### config.mk
export PLATFORM = sky130hd
export DESIGN_NAME = uart_rx_periph
export DESIGN_NICKNAME = d
export VERILOG_FILES = /design/src/rtl/uart_pkg.sv /design/src/rtl/uart_rx_fifo.sv /design/src/rtl/uart_rx_periph.sv
export SDC_FILE = /design/constraint.sdc
export NUM_CORES = 1
export LEC_CHECK = 0
export ABC_AREA = 1
export BUFFER_PORTS_ARGS = -buffer_cell sky130_fd_sc_hd__buf_4
export CAP_MARGIN = 20
export CORE_UTILIZATION = 60
export DETAILED_ROUTE_END_ITERATION = 7
export MAX_ROUTING_LAYER = met4
export PLACE_DENSITY = 0.9
export SLEW_MARGIN = 20
export SYNTH_ARGS = -nofsm -noshare
export SYNTH_HDL_FRONTEND = slang
export SYNTH_SLANG_ARGS = --single-unit
### constraint.sdc
create_clock -name clk -period 6.7 [get_ports clk]
set_input_delay 1.34 -clock clk [delete_from_list [all_inputs] [get_ports clk]]
set_output_delay 1.34 -clock clk [all_outputs]
set_load 0.05 [all_outputs]
### src/rtl/uart_pkg.sv
// Shared constants for the UART receive peripheral: bus addresses, RXCON bit map, FSM states.
// Latency: n/a (declarations only).
// Backpressure: n/a.
package uart_pkg;

    localparam logic [31:0] RXD_ADDR   = 32'h4000_001C;
    localparam logic [31:0] RXCON_ADDR = 32'h4000_0020;

    localparam int OVERSAMPLE = 16;

    localparam int RXCON_NE   = 0;
    localparam int RXCON_FERR = 1;
    localparam int RXCON_OVF  = 2;
    localparam int RXCON_IEN  = 3;
    localparam int RXCON_CNT  = 4;
    localparam int RXCON_PERR = 7;

    typedef enum logic [2:0] {
        IDLE,
        START,
        DATA,
        PARITY,
        STOP
    } rx_state_t;

endpackage

### src/rtl/uart_rx_fifo.sv
// Byte-wide synchronous FIFO holding received characters; DEPTH must be a power of two.
// Latency: push visible at the head on the next cycle; head is combinational from the read pointer.
// Backpressure: push into a full FIFO is dropped unless a pop lands in the same cycle; pop when empty is ignored.
module uart_rx_fifo #(
    parameter int DEPTH = 4,
    localparam int AW = (DEPTH > 1) ? $clog2(DEPTH) : 1
) (
    input  logic          clk,
    input  logic          reset,
    input  logic          push,
    input  logic [7:0]    push_dat,
    input  logic          pop,
    output logic [7:0]    head_dat,
    output logic          full,
    output logic          empty,
    output logic [AW:0]   count
);

    localparam logic [AW:0] FULL_CNT = DEPTH[AW:0];

    logic [7:0]    mem [DEPTH];
    logic [AW-1:0] wr_ptr;
    logic [AW-1:0] rd_ptr;
    logic          do_push;
    logic          do_pop;

    assign empty    = (count == '0);
    assign full     = (count == FULL_CNT);
    assign do_pop   = pop & ~empty;
    // A pop in the same cycle frees the slot, so a full FIFO still accepts the push.
    assign do_push  = push & (~full | do_pop);
    assign head_dat = mem[rd_ptr];

    always_ff @(posedge clk) begin
        if (reset) begin
            wr_ptr <= '0;
            rd_ptr <= '0;
            count  <= '0;
        end else begin
            if (do_push) begin
                wr_ptr <= wr_ptr + 1'b1;
            end
            if (do_pop) begin
                rd_ptr <= rd_ptr + 1'b1;
            end
            if (do_push && !do_pop) begin
                count <= count + 1'b1;
            end else if (do_pop && !do_push) begin
                count <= count - 1'b1;
            end
        end
    end

    always_ff @(posedge clk) begin
        if (do_push) begin
            mem[wr_ptr] <= push_dat;
        end
    end

endmodule

### src/rtl/uart_rx_periph.sv
// Memory-mapped 8N1 UART receiver, 16x oversampled, FIFO-buffered; UART_RX_PARITY_EN adds an even-parity bit.
// Latency: byte pushed at the stop-bit mid-sample (+2 cycle synchronizer); rdata combinational, irqout registered.
// Backpressure: none on the serial line; a byte arriving into a full FIFO is dropped and flagged as ovf.
module uart_rx_periph
    import uart_pkg::*;
#(
    parameter int CLK_FREQ   = 50000000,
    parameter int BAUD       = 9600,
    parameter int FIFO_DEPTH = 4
) (
    input  logic        clk,
    input  logic        reset,
    input  logic        rd,
    input  logic        wr,
    input  logic [31:0] addr,
    input  logic [31:0] wdata,
    output logic [31:0] rdata,
    input  logic        rx_in,
    output logic        irqout
);

    localparam int          DIV_RAW  = CLK_FREQ / (BAUD * OVERSAMPLE);
    localparam int          DIV      = (DIV_RAW < 1) ? 1 : DIV_RAW;
    localparam logic [31:0] DIV_LAST = 32'(DIV - 1);
    localparam int          CW       = ((FIFO_DEPTH > 1) ? $clog2(FIFO_DEPTH) : 1) + 1;

    logic            rx_s1;
    logic            rx_s2;
    logic            line;
    logic [31:0]     div_cnt;
    logic            tick;

    rx_state_t       state;
    rx_state_t       state_n;
    logic [3:0]      sc;
    logic [3:0]      sc_n;
    logic [2:0]      bi;
    logic [2:0]      bi_n;
    logic [7:0]      shreg;
    logic [7:0]      shreg_n;

    logic            fifo_push;
    logic            ferr_set;
    logic            ovf_set;
    logic            rx_pop;
    logic            con_wr;
    logic [7:0]      fifo_head;
    logic            fifo_full;
    logic            fifo_empty;
    logic [CW-1:0]   fifo_count;
    logic [4:0]      cnt_wide;
    logic [2:0]      cnt_disp;

    logic            ferr;
    logic            ovf;
    logic            perr;
    logic            irq_en;
    logic            irq_q;
    logic            unused_wdata;

    always_ff @(posedge clk) begin
        if (reset) begin
            rx_s1 <= 1'b1;
            rx_s2 <= 1'b1;
        end else begin
            rx_s1 <= rx_in;
            rx_s2 <= rx_s1;
        end
    end

    assign line = rx_s2;

    always_ff @(posedge clk) begin
        if (reset || tick) begin
            div_cnt <= '0;
        end else begin
            div_cnt <= div_cnt + 32'd1;
        end
    end

    assign tick = (div_cnt == DIV_LAST);

    always_ff @(posedge clk) begin
        if (reset) begin
            state <= IDLE;
            sc    <= '0;
            bi    <= '0;
            shreg <= '0;
        end else begin
            state <= state_n;
            sc    <= sc_n;
            bi    <= bi_n;
            shreg <= shreg_n;
        end
    end

`ifdef UART_RX_PARITY_EN
    logic perr_set;
`endif

    always_comb begin
        state_n   = state;
        sc_n      = sc;
        bi_n      = bi;
        shreg_n   = shreg;
        fifo_push = 1'b0;
        ferr_set  = 1'b0;
`ifdef UART_RX_PARITY_EN
        perr_set  = 1'b0;
`endif
        if (tick) begin
            sc_n = sc + 4'd1;
            case (state)
                IDLE: begin
                    if (!line) begin
                        state_n = START;
                        sc_n    = '0;
                    end
                end
                // Re-check the line half a bit in to reject short glitches.
                START: begin
                    if (sc == 4'd7) begin
                        sc_n    = '0;
                        bi_n    = '0;
                        state_n = line ? IDLE : DATA;
                    end
                end
                DATA: begin
                    if (sc == 4'd15) begin
                        shreg_n = {line, shreg[7:1]};
                        if (bi == 3'd7) begin
`ifdef UART_RX_PARITY_EN
                            state_n = PARITY;
`else
                            state_n = STOP;
`endif
                        end else begin
                            bi_n = bi + 3'd1;
                        end
                    end
                end
`ifdef UART_RX_PARITY_EN
                PARITY: begin
                    if (sc == 4'd15) begin
                        perr_set = ^{shreg, line};
                        state_n  = STOP;
                    end
                end
`endif
                STOP: begin
                    if (sc == 4'd15) begin
                        fifo_push = line;
                        ferr_set  = ~line;
                        state_n   = IDLE;
                    end
                end
                default: state_n = IDLE;
            endcase
        end
    end

    assign rx_pop  = rd & (addr == RXD_ADDR);
    assign con_wr  = wr & (addr == RXCON_ADDR);
    assign ovf_set = fifo_push & fifo_full & ~rx_pop;

    uart_rx_fifo #(
        .DEPTH (FIFO_DEPTH)
    ) u_fifo (
        .clk      (clk),
        .reset    (reset),
        .push     (fifo_push),
        .push_dat (shreg),
        .pop      (rx_pop),
        .head_dat (fifo_head),
        .full     (fifo_full),
        .empty    (fifo_empty),
        .count    (fifo_count)
    );

    // Error sets take priority over a software clear landing in the same cycle.
    always_ff @(posedge clk) begin
        if (reset) begin
            ferr   <= 1'b0;
            ovf    <= 1'b0;
            irq_en <= 1'b0;
            irq_q  <= 1'b0;
        end else begin
            if (ferr_set) begin
                ferr <= 1'b1;
            end else if (con_wr && wdata[RXCON_FERR]) begin
                ferr <= 1'b0;
            end
            if (ovf_set) begin
                ovf <= 1'b1;
            end else if (con_wr && wdata[RXCON_OVF]) begin
                ovf <= 1'b0;
            end
            if (con_wr) begin
                irq_en <= wdata[RXCON_IEN];
            end
            irq_q <= irq_en & ~fifo_empty;
        end
    end

`ifdef UART_RX_PARITY_EN
    always_ff @(posedge clk) begin
        if (reset) begin
            perr <= 1'b0;
        end else if (perr_set) begin
            perr <= 1'b1;
        end else if (con_wr && wdata[RXCON_PERR]) begin
            perr <= 1'b0;
        end
    end
    assign unused_wdata = ^{wdata[31:8], wdata[6:4], wdata[0]};
`else
    assign perr         = 1'b0;
    assign unused_wdata = ^{wdata[31:7], wdata[6:4], wdata[0]};
`endif

    assign irqout   = irq_q;
    assign cnt_wide = 5'(fifo_count);
    assign cnt_disp = (cnt_wide > 5'd7) ? 3'd7 : cnt_wide[2:0];

    always_comb begin
        rdata = '0;
        if (rd && addr == RXD_ADDR) begin
            rdata[7:0] = fifo_empty ? 8'h00 : fifo_head;
        end else if (rd && addr == RXCON_ADDR) begin
            rdata[7:0] = {perr, cnt_disp, irq_en, ovf, ferr, ~fifo_empty};
        end
    end

endmodule
Word-level counts from Yosys, hierarchy flattened:

Memory sizes are Yosys's and may differ from the RTL's. A register that Yosys moved wholly into a read port is not among the register bits.
Index checks and enable logic that the tools add are counted.

* add/subtract/negate cells: 7
* order comparisons: 1
* equality and inequality tests: 16
* muxes and demuxes: 34
* bitwise operators: 12
* reductions and logical operators: 18

Operators with widths (count)
* 32-bit by 31-bit equality test with 1-bit output, second input constant: 2
* 3-bit 2-to-1 mux: 11
* 32-bit by 1-bit adder with 32-bit output, second input constant: 1
* 32-bit by 9-bit equality test with 1-bit output, second input constant: 1
* 8-bit 2-to-1 mux: 2
* 1-bit 2-to-1 mux: 12
* 2-bit != test, second input constant: 6
* 3-bit one-hot mux with 4 select lines: 1
* 3-bit equality test, second input constant: 3
* 4-bit 2-to-1 mux: 2
* 4-bit one-hot mux with 2 select lines: 1
* 2-bit nonzero test: 4
* 1-bit AND: 7
* 7-bit 2-to-1 mux: 1
* 3-bit by 1-bit adder with 3-bit output, second input constant: 2
* 1-bit logical AND: 6
* 3-bit logical NOT: 2
* 2-bit 2-to-1 mux: 3
* 3-bit one-hot mux with 2 select lines: 1
* 6-bit AND reduction: 1
* 5-bit AND reduction: 1
* 2-bit by 1-bit adder with 2-bit output, second input constant: 2
* 4-bit by 1-bit adder with 4-bit output, second input constant: 1
* 4-bit by 3-bit equality test with 1-bit output, second input constant: 1
* other kinds (10): 14

* register bits: 63
* bits in writable memories: 32
* input port bits: 69
* logic and storage cells: 103
* memories: 1

Memories
* u_fifo.mem: words 4, bits a word 8, rd ports 1, clocked after memory_dff 1, wr ports 1, line uart_rx_fifo.sv:21 `logic [7:0] mem [DEPTH];`

Depth between registers and ports, before layout:

Gate-level depths: netlist of the first run.

* depth after elaboration: 9
* gate-level depth with buffers: 17

Hierarchy:

A second synthesis of the first run with hierarchy kept.

* cells, all modules: 718
* area total of the unflattened synthesis: 5307.6 µm²

Modules (own cells, without submodules)
* uart_rx_periph: times used 1, cells an instance 570, area each 3604.7 µm²
* uart_rx_fifo: times used 1, cells an instance 148, area each 1702.9 µm²

Least setup slack after synthesis of the first run:

OpenSTA, ideal clock, no wires.

* path type: input port to output port
* start: input port addr[23]
* end: output port rdata[1]
* arrival: 3167 ps
* required time: 5360 ps
* slack: 2193 ps
* stages on the path: 8
* cells stage by stage: nor2_1 -> and2_1 -> nand2_1 -> nor2_1 -> inv_1 -> nor2_1 -> nand2_1 -> o21ai_0

* word-level cells in the longest chain between the ends: 4
* elaborated cells between the ends (all ways): 6

Ends and longest elaborated chain
* start, declared: line uart_rx_periph.sv:15 `input logic [31:0] addr,`
* 32-bit by 31-bit equality test with 1-bit output: line uart_rx_periph.sv:229 `end else if (rd && addr == RXCON_ADDR) begin`
* 1-bit logical AND: line uart_rx_periph.sv:229
* 7-bit 2-to-1 mux: line uart_rx_periph.sv:229
* 8-bit 2-to-1 mux *: line uart_rx_periph.sv:227 `if (rd && addr == RXD_ADDR) begin`
* end, declared: line uart_rx_periph.sv:17 `output logic [31:0] rdata,`

Mark *: on every way between the ends. The rest lies on a longest branch, timed or not.

Worst setup path in the final report of the first run:

* start: input port addr[23]
* end: output port rdata[5]

Same word-level chain as after synthesis.

==> impl_metrics.tcl, run 1 <==
set metrics [dict create \
    ios 102 \
    yosys.area.top_type_share_pct 25.1 \
    cts_buffers 9 \
    gp_congestion 0.929 \
    hp-class "register to register" \
    timing.final.hold_violations 0 \
    syn_inst 690 \
    start_kind "input pin" \
    synth_cell_types 37 \
    grt_usage_pct 26.2 \
    power_w 0.00106 \
    fin_nets 819 \
    rr_worst_depth 17 \
    hold_ws_ns 0.419 \
    period_minus_slack_ns 4.72 \
    synth_edf_count 32 \
    cts-root-buf "clkbuf_8" \
    p_leak_nw 2.34 \
    coreArea_mm2 0.00830 \
    yosys-top-cells-area "dfxtp_1 25%, edfxtp_1 19%, nand2_1 9.9%, nor2_1 7.8%, inv_1 7.2%" \
    yosys_warnings 0 \
    drv_cap 0 \
    antenna_left 0 \
    slew_headroom_pct 48.4 \
    wirelength_mm 11.2 \
    ys_dominant_reg_cell "dfxtp_1" \
    diodes 0 \
    grt_pass1_vias 4245 \
    cp_max_fo 12 \
    layout-drive-gt1-share_pct 14.0 \
    synth-async-reset-ratio_pct 0 \
    cp.arrival_ns 3.38 \
    row_count 33 \
    dieArea_mm2 0.00900 \
    worst_slew_pin_slew_ns 0.771 \
    syn_area_mm2 0.00518 \
    drc 0 \
    insertion_delay_ns 0.37 \
    post-synth-top-count-cell "nand2_1" \
    path_clk_slew_ns 0.10 \
    end_kind "output port" \
    power.density_mw_per_mm2 185 \
    drt_iter0_markers 269 \
    run_status "finished, final reports clean" \
    syn_area_per_cell_um2 7.50 \
    cts_hold_buf 0 \
    grt_setup_unrepaired "no" \
    ys_ff_latch 97 \
    critPathKind "input pin to output port" \
    place_ws_ns 2.00 \
    clk_path_buf_depth 2 \
    critPathCapture "rdata[5]" \
    grt_max_degree 25 \
    setup_slack_ns 1.98 \
    vias_per_cell 5.35 \
    r2r_start "div_cnt[0]$_SDFF_PP0_" \
    antenna_found_initial 0 \
    cp.required_ns 5.36 \
    cts_resized 0 \
    setup_tns_ns 0 \
    hpwl_mm 8.06 \
    initial_core_util_pct 62.4 \
    grt_pass1_wl_mm 17.7 \
    rrSetupSlack_ns 3.97 \
    grt_overflow 0 \
    area_growth_pct 10.4 \
    clock_sinks 97 \
    fin_util_pct 68.9 \
    cts_tree "done" \
    worstReg2RegEnd "u_fifo.count[2]$_SDFFE_PP0P_" \
    max_freq_ghz 0.212 \
    irDropWorstVdd_mv 0.129 \
    seq_area_frac_synth_pct 43.7 \
    die_x_um 94.9 \
    yosys-top-cells-count "137 x nand2_1, 108 x nor2_1, 99 x inv_1" \
    postCtsSetupBuffers 0 \
    yosys.area.top_type "dfxtp_1" \
    slew_viol_final 0 \
    vias 4540 \
    drtPass1Iterations 5 \
    fin_crit_sh_pct 70.5 \
    port_buffers 48 \
    ctsHtreeMaxLevel 3 \
    crit_path_start "addr[23]" \
    wl_per_cell_um 13.1 \
    finClkSkew_ns 0.0108 \
    dieHeight_um 94.9 \
    setup-violations-final 0 \
]
-- per-layer routing --
metal	vias up	part of all wire, %	global-route usage [%]
met3	23	7.8	3.86
met4	0	1.7	12.2
met1	2067	41	29.0
met2	194	50	46.3
li1	2256	-	-
met5	-	0	-
-- cell usage in the layout, fill, tap and decap left out, drive strengths merged, types with 2 or more instances in the layout --
master,n
nand2,141
nor2,119
inv,108
dfxtp,65
buf,48
o21ai,47
a21oi,47
edfxtp,32
nand3,31
nor3,25
conb,24
nand4,10
ha,10
clkbuf,10
xor2,6
nand3b,4
o22ai,3
nor3b,2
or2,2
o21a,2
clkinv,2
and2,2
-- metrics by stage --
| step | instances | instance area, um^2 |
|---|---|---|
| 2_1_floorplan | 713 | 5260 |
| 3_3_place_gp | 833 | 5520 |
| 3_5_place_dp | 833 | 5520 |
| 4_1_cts | 849 | 5720 |
| 5_1_grt | 849 | 5720 |
| 6_report | 849 | 5720 |
-- critical path: stages --
cell	delay, ns
buf_4	0.11
nor2_1	0.09
and2_1	0.13
nand2_1	0.04
nor2_1	0.18
nand2_2	0.17
nor2_1	0.60
o21ai_0	0.33
o21ai_0	0.17
buf_4	0.23
-- layout make-up --
| type | count | area [um^2] |
|---|---|---|
| fillers | 626 | 2580 |
| multi-input cells | 479 | 2370 |
| flip-flops and latches | 97 | 2260 |
| inverters | 104 | 395 |
| repair buffers | 48 | 360 |
| clock buffers | 10 | 138 |
| well taps | 105 | 131 |
| clock inverters | 6 | 57.6 |
-- where the power goes --
group          switching (W)  internal, W  total (W)
Sequential        0.00000246     0.000605   0.000607
Clock               0.000224     0.000154   0.000379
Combinational      0.0000503    0.0000219  0.0000722
Total               0.000277     0.000781    0.00106
-- sequential cells by signal (all words and copies together), names as in the netlist, 2 cells and up, named ones only --
signal / count
bi: 3
u_fifo.count: 3
shreg: 8
div_cnt: 32
u_fifo.wr_ptr: 2
sc: 4
u_fifo.rd_ptr: 2
u_fifo.mem: 32
state: 3
-- cell families (layout without fill, tap and decap cells) --
kind of cell / Yosys count / in the layout / share of synthesized area, %
AO/OA/AOI/OAI: 101 / 101 / 11.0
XOR/XNOR: 6 / 6 / 1.01
adder cells (fa/ha/maj): 11 / 11 / 2.80
buffers and inverters: 137 / 168 / 12.1
flip-flops: 97 / 97 / 43.7
other: 1 / 24 / 0.0724
AND/OR/NAND/NOR: 337 / 337 / 29.3
-- how the worst min path moves through the flow --
stage                     startpoint  depth (start not counted)         endpoint  slack [ns]
detailed placement  rx_s1$_SDFF_PP1_                          1  line$_SDFF_PP1_        0.40
global route        rx_s1$_SDFF_PP1_                          1  line$_SDFF_PP1_        0.44
global placement    rx_s1$_SDFF_PP1_                          1  line$_SDFF_PP1_        0.39
finish              rx_s1$_SDFF_PP1_                          1  line$_SDFF_PP1_        0.42
CTS                 rx_s1$_SDFF_PP1_                          1  line$_SDFF_PP1_        0.42
floorplan           rx_s1$_SDFF_PP1_                          1  line$_SDFF_PP1_        0.39
(Power assumes the default switching activity.)
==> run 2, diff against run 1 <==
--- a/config.mk
+++ b/config.mk
@@ -8,10 +8,10 @@
 export ABC_AREA = 1
 export BUFFER_PORTS_ARGS = -buffer_cell sky130_fd_sc_hd__buf_4
 export CAP_MARGIN = 20
-export CORE_UTILIZATION = 60
+export CORE_UTILIZATION = 50
 export DETAILED_ROUTE_END_ITERATION = 7
 export MAX_ROUTING_LAYER = met4
-export PLACE_DENSITY = 0.9
+export PLACE_DENSITY = 0.8
 export SLEW_MARGIN = 20
 export SYNTH_ARGS = -nofsm -noshare
 export SYNTH_HDL_FRONTEND = slang
==> constraint.sdc (replaced) <==
create_clock -name clk -period 4.1 [get_ports clk]
set_input_delay 0.82 -clock clk [delete_from_list [all_inputs] [get_ports clk]]
set_output_delay 0.82 -clock clk [all_outputs]
set_load 0.05 [all_outputs]
==> impl_metrics.tcl, run 2 (same netlist as run 1, synthesis figures left out) <==
set metrics [dict create \
    cp_num_buf_inv 4 \
    p_leak_nw 2.35 \
    layout_common_cells "137 x nand2_1, 108 x nor2_1, 99 x inv_1, 65 x dfxtp_1, 49 x buf_4" \
    path_clk_slew_ns 0.09 \
    cts_tree "done" \
    run_status "finished, final reports clean" \
    instances_no_fill 878 \
    hp-class "register to register" \
    coreArea_mm2 0.00991 \
    power.density_mw_per_mm2 298 \
    place_inst 862 \
    cp.arrival_ns 2.35 \
    grt_pass1_wl_mm 18.0 \
    vias 4430 \
    max_freq_ghz 0.315 \
    finClkSkew_ns 0.0136 \
    wirelength_mm 10.8 \
    grt_usage_pct 21.2 \
    cts-root-buf "clkbuf_8" \
    setup_tns_ns 0 \
    antenna_found_initial 0 \
    postCtsSetupBuffers 0 \
    dieArea_mm2 0.0108 \
    wl_per_cell_um 12.3 \
    cp_max_fo 12 \
    cts_resized 0 \
    irDropWorstVdd_mv 0.141 \
    filler_cell_count 876 \
    cts_hold_buf 0 \
    worst_slew_pin_slew_ns 0.876 \
    die_x_um 104 \
    fin_crit_sh_pct 77.4 \
    top_regs "div_cnt: 32 flops, u_fifo.mem: 32 flops, shreg: 8 flops" \
    gp_congestion 0.888 \
    cts_buffers 9 \
    grt_max_degree 25 \
    grt_pass1_vias 4041 \
    drc 0 \
    drtPass1Iterations 5 \
    layout_commonest_cell "nand2_1" \
    critPathMaxStageDelay_ns 0.23 \
    insertion_delay_ns 0.37 \
    grt_setup_unrepaired "no" \
    antenna_left 0 \
    drt_iter0_markers 274 \
    diodes 0 \
    clk_path_buf_depth 2 \
    ctsHtreeMaxLevel 3 \
    slew_headroom_pct 41.4 \
    hpwl_mm 7.97 \
    path_cells "buf_4 > inv_1 > nand2_1 > nor2_1 > nand2_1 > nor2_1 > nand2_2 > nor2_1 > buf_4 > o21ai_0 > o21ai_0 > buf_4" \
    initial_core_util_pct 52.2 \
    timing.final.hold_violations 0 \
    period_minus_slack_ns 3.17 \
    cp.required_ns 3.28 \
    setup-violations-final 0 \
    ios 102 \
    area_growth_pct 11.4 \
    layout-drive-gt1-share_pct 14.1 \
    slew_viol_final 0 \
    dieHeight_um 104 \
    drv_cap 0 \
    clock_sinks 97 \
    grt_overflow 0 \
    critPathKind "input pin to output port" \
    fin_nets 820 \
    port_buffers 48 \
    slowest_stage "buf_4" \
    vias_per_cell 5.05 \
    row_count 36 \
    path_delay_family "simple AND/OR/NAND/NOR gates" \
    end_kind "output port" \
    start_kind "input pin" \
]
## run 2: cell count changes in the layout (fill, tap and decap cells not counted)
cell	previous run	this run
buf_4	48	49
clkinv_4	2	3
clkinv_8	0	1
inv_6	2	1
inv_8	2	1
## run 2: through the flow
| stage | util, % | hold slack, ns | power (W) | instance area (um^2) | worst slack, ns |
|---|---|---|---|---|---|
| floorplan | - | 0.389 | 0.00111 | 5260 | 0.633 |
| global placement | 56.2 | 0.399 | 0.00113 | 5570 | 0.929 |
| detailed placement | 56.2 | 0.407 | 0.00113 | 5570 | 0.856 |
| CTS | 58.2 | 0.427 | 0.00173 | 5770 | 0.930 |
| global route | 58.2 | 0.455 | 0.00178 | 5770 | 0.739 |
| finish | 58.2 | 0.421 | 0.00172 | 5770 | 0.927 |
## run 2: routing by layer
| layer | part of all wire (%) | vias to the layer above | wire length, um | global-route usage (%) |
|---|---|---|---|---|
| met3 | 6.2 | 22 | 667 | 3.59 |
| met2 | 48 | 156 | 5150 | 35.0 |
| li1 | - | 2255 | - | - |
| met1 | 44 | 1997 | 4740 | 25.5 |
| met5 | 0 | - | 0 | - |
| met4 | 2.1 | 0 | 225 | 9.39 |
## run 2: worst paths after layout
path / depth (start not counted) / slack (ns) / start / end
hold reg to reg: 1 / 0.42 / rx_s1$_SDFF_PP1_ / line$_SDFF_PP1_
setup / recovery: 12 / 0.93 / addr[24] / rdata[5]
setup reg to reg: 17 / 1.29 / div_cnt[0]$_SDFF_PP0_ / u_fifo.count[2]$_SDFFE_PP0P_
hold / removal: 1 / 0.42 / rx_s1$_SDFF_PP1_ / line$_SDFF_PP1_
## run 2: where the power goes
group | internal, W | switching, W | total, W | leakage [nW]
clock | 0.000252 | 0.000359 | 0.000610 | 0.102
sequential | 0.000988 | 0.00000375 | 0.000992 | 0.897
combinational | 0.0000359 | 0.0000816 | 0.000118 | 1.35
## run 2: final cells by class
cell class                 count  area (um^2)  area share [%]
multi-input combinational    479         2370            41.2
clock inverter                 6         62.6            1.09
timing repair buffer          49          368            6.38
clock buffer                  10          138            2.39
tap                          133          166            2.89
sequential                    97         2260            39.2
inverter                     104          395            6.86
## run 2: worst register-to-register path, stage by stage, from the launching register on
cell	delay, ns
dfxtp_1	0.36
inv_1	0.08
ha_1	0.16
inv_1	0.06
nor3_1	0.15
nand2_1	0.14
nor2_4	0.15
nand3_2	0.11
nor2_1	0.18
nand2_1	0.15
inv_1	0.12
ha_1	0.14
inv_1	0.06
fa_1	0.37
a21oi_1	0.14
o21ai_0	0.11
o21ai_0	0.18
a21oi_1	0.06
==> run 3, diff against run 2 <==
--- a/config.mk
+++ b/config.mk
@@ -8,10 +8,10 @@
 export ABC_AREA = 1
 export BUFFER_PORTS_ARGS = -buffer_cell sky130_fd_sc_hd__buf_4
 export CAP_MARGIN = 20
-export CORE_UTILIZATION = 50
+export CORE_UTILIZATION = 56
 export DETAILED_ROUTE_END_ITERATION = 7
 export MAX_ROUTING_LAYER = met4
-export PLACE_DENSITY = 0.8
+export PLACE_DENSITY = 0.85
 export SLEW_MARGIN = 20
 export SYNTH_ARGS = -nofsm -noshare
 export SYNTH_HDL_FRONTEND = slang
==> constraint.sdc (replaced) <==
create_clock -name clk -period 3 [get_ports clk]
set_input_delay 0.6 -clock clk [delete_from_list [all_inputs] [get_ports clk]]
set_output_delay 0.6 -clock clk [all_outputs]
set_load 0.05 [all_outputs]
==> impl_metrics.tcl, run 3 (same netlist as run 1, synthesis figures left out) <==
set metrics [dict create \
    layout_commonest_cell "nand2_1" \
    ctsHtreeMaxLevel 3 \
    wl_per_cell_um 12.6 \
    slew_headroom_pct 61.1 \
    drv_cap 0 \
    power.density_mw_per_mm2 399 \
    grt_usage_pct 24.2 \
    wirelength_mm 10.9 \
    finClkSkew_ns 0.0150 \
    postLayoutCellArea_mm2 0.00580 \
    drc 15 \
    row_count 34 \
    fin_nets 829 \
    path_cells "buf_4 > inv_1 > nand2_1 > nor2_1 > nand2_1 > nor2_1 > nand2_2 > nor2_1 > buf_4 > o21ai_0 > o21ai_0 > buf_4" \
    grt_max_degree 25 \
    insertion_delay_ns 0.36 \
    fin_util_pct 65.5 \
    slowest_stage "buf_4" \
    dieArea_mm2 0.00963 \
    dpl_cell_area_mm2 0.00560 \
    diodes 0 \
    layout-drive-gt1-share_pct 15.3 \
    path_delay_family "simple AND/OR/NAND/NOR gates" \
    drtPass1Iterations 7 \
    grt_setup_unrepaired "no" \
    top_regs "div_cnt: 32 flops, u_fifo.mem: 32 flops, shreg: 8 flops" \
    die_x_um 98.2 \
    worst_slew_pin_slew_ns 0.582 \
    critPathKind "input pin to output port" \
    path_clk_slew_ns 0.09 \
    violations "design-rule violations" \
    cp_max_fo 12 \
    layout_common_cells "136 x nand2_1, 107 x nor2_1, 99 x inv_1, 65 x dfxtp_1, 58 x buf_4" \
    irDropWorstVdd_mv 0.203 \
    p_leak_nw 2.39 \
    hpwl_mm 8.17 \
    initial_core_util_pct 58.5 \
    drt_iter0_markers 285 \
    antenna_left 0 \
    filler_cell_count 710 \
    coreArea_mm2 0.00885 \
    setup-violations-final 0 \
    hp-class "input pin to register" \
    dieHeight_um 98.2 \
    setup_slack_ns 0.279 \
    area_growth_pct 11.9 \
    max_freq_ghz 0.367 \
    grt_overflow 0 \
    critPathMaxStageDelay_ns 0.26 \
    grt_pass1_wl_mm 18.1 \
    rrSetupSlack_ns 0.38 \
    slew_viol_final 0 \
    vias_per_cell 5.22 \
    timing.final.hold_violations 0 \
    port_buffers 48 \
    fin_crit_sh_pct 90.7 \
    power_w 0.00231 \
    start_kind "input pin" \
    place_ws_ns 0.188 \
    clock_sinks 97 \
    antenna_found_initial 0 \
    cts_buffers 9 \
    hold_ws_ns 0.429 \
    ios 102 \
    cp_num_buf_inv 4 \
    cp.arrival_ns 2.12 \
    clk_path_buf_depth 2 \
    cts_tree "done" \
    gp_congestion 0.925 \
    vias 4503 \
    end_kind "output port" \
    cp.required_ns 2.40 \
    grt_pass1_vias 4293 \
    cts_hold_buf 0 \
    run_status "finished with violations" \
    cts-root-buf "clkbuf_8" \
    period_minus_slack_ns 2.72 \
]
-- run 3: final timing paths --
check	startpoint	to	cells after the start
max	addr[25]	rdata[1]	12
min reg2reg	rx_s1$_SDFF_PP1_	line$_SDFF_PP1_	1
max reg2reg	div_cnt[0]$_SDFF_PP0_	u_fifo.count[2]$_SDFFE_PP0P_	17
min	rx_in	rx_s1$_SDFF_PP1_	2
-- run 3: worst reg2reg max path: cells and delay by family, from the launching register on --
kind,cells,cell delay (ns)
flops,1,0.36
compound gates,4,0.44
simple gates,6,0.77
fa+ha+maj,3,0.67
buf+inv,4,0.28
-- run 3: routing by layer --
| metal | vias to the layer above | track usage, % | part of all wire [%] |
|---|---|---|---|
| met1 | 2053 | 27.5 | 41 |
| met5 | - | - | 0 |
| met4 | 0 | 9.76 | 1.8 |
| met2 | 147 | 41.5 | 50 |
| li1 | 2277 | - | - |
| met3 | 26 | 5.15 | 7.3 |
-- run 3: repair_timing --
action / 4_1_cts / 5_1_grt
resized for setup: 0 / 3
setup endpoints to repair: 0 / 1
setup buffers: 0 / 0
-- run 3: area by class of cell --
type | instances | area [um^2] | share of cell area (%)
clock buffer | 9 | 124 | 2.14
clock inverter | 7 | 65.1 | 1.12
inverter | 104 | 395 | 6.82
multi-input combinational | 479 | 2380 | 41.0
sequential | 97 | 2260 | 39.0
tap | 108 | 135 | 2.33
timing repair buffer | 58 | 435 | 7.51
-- run 3: through the flow --
stage / cells / setup TNS [ns]
floorplan: 713 / -0.160
global placement: 846 / 0
detailed placement: 846 / 0
CTS: 862 / 0
global route: 862 / 0
finish: 862 / 0
-- run 3: power by group --
| part | internal, W | total, W | switching, W |
|---|---|---|---|
| Sequential | 0.00135 | 0.00136 | 0.00000530 |
| Combinational | 0.0000489 | 0.000160 | 0.000111 |
| Clock | 0.000317 | 0.000796 | 0.000479 |
| Total | 0.00172 | 0.00231 | 0.000596 |
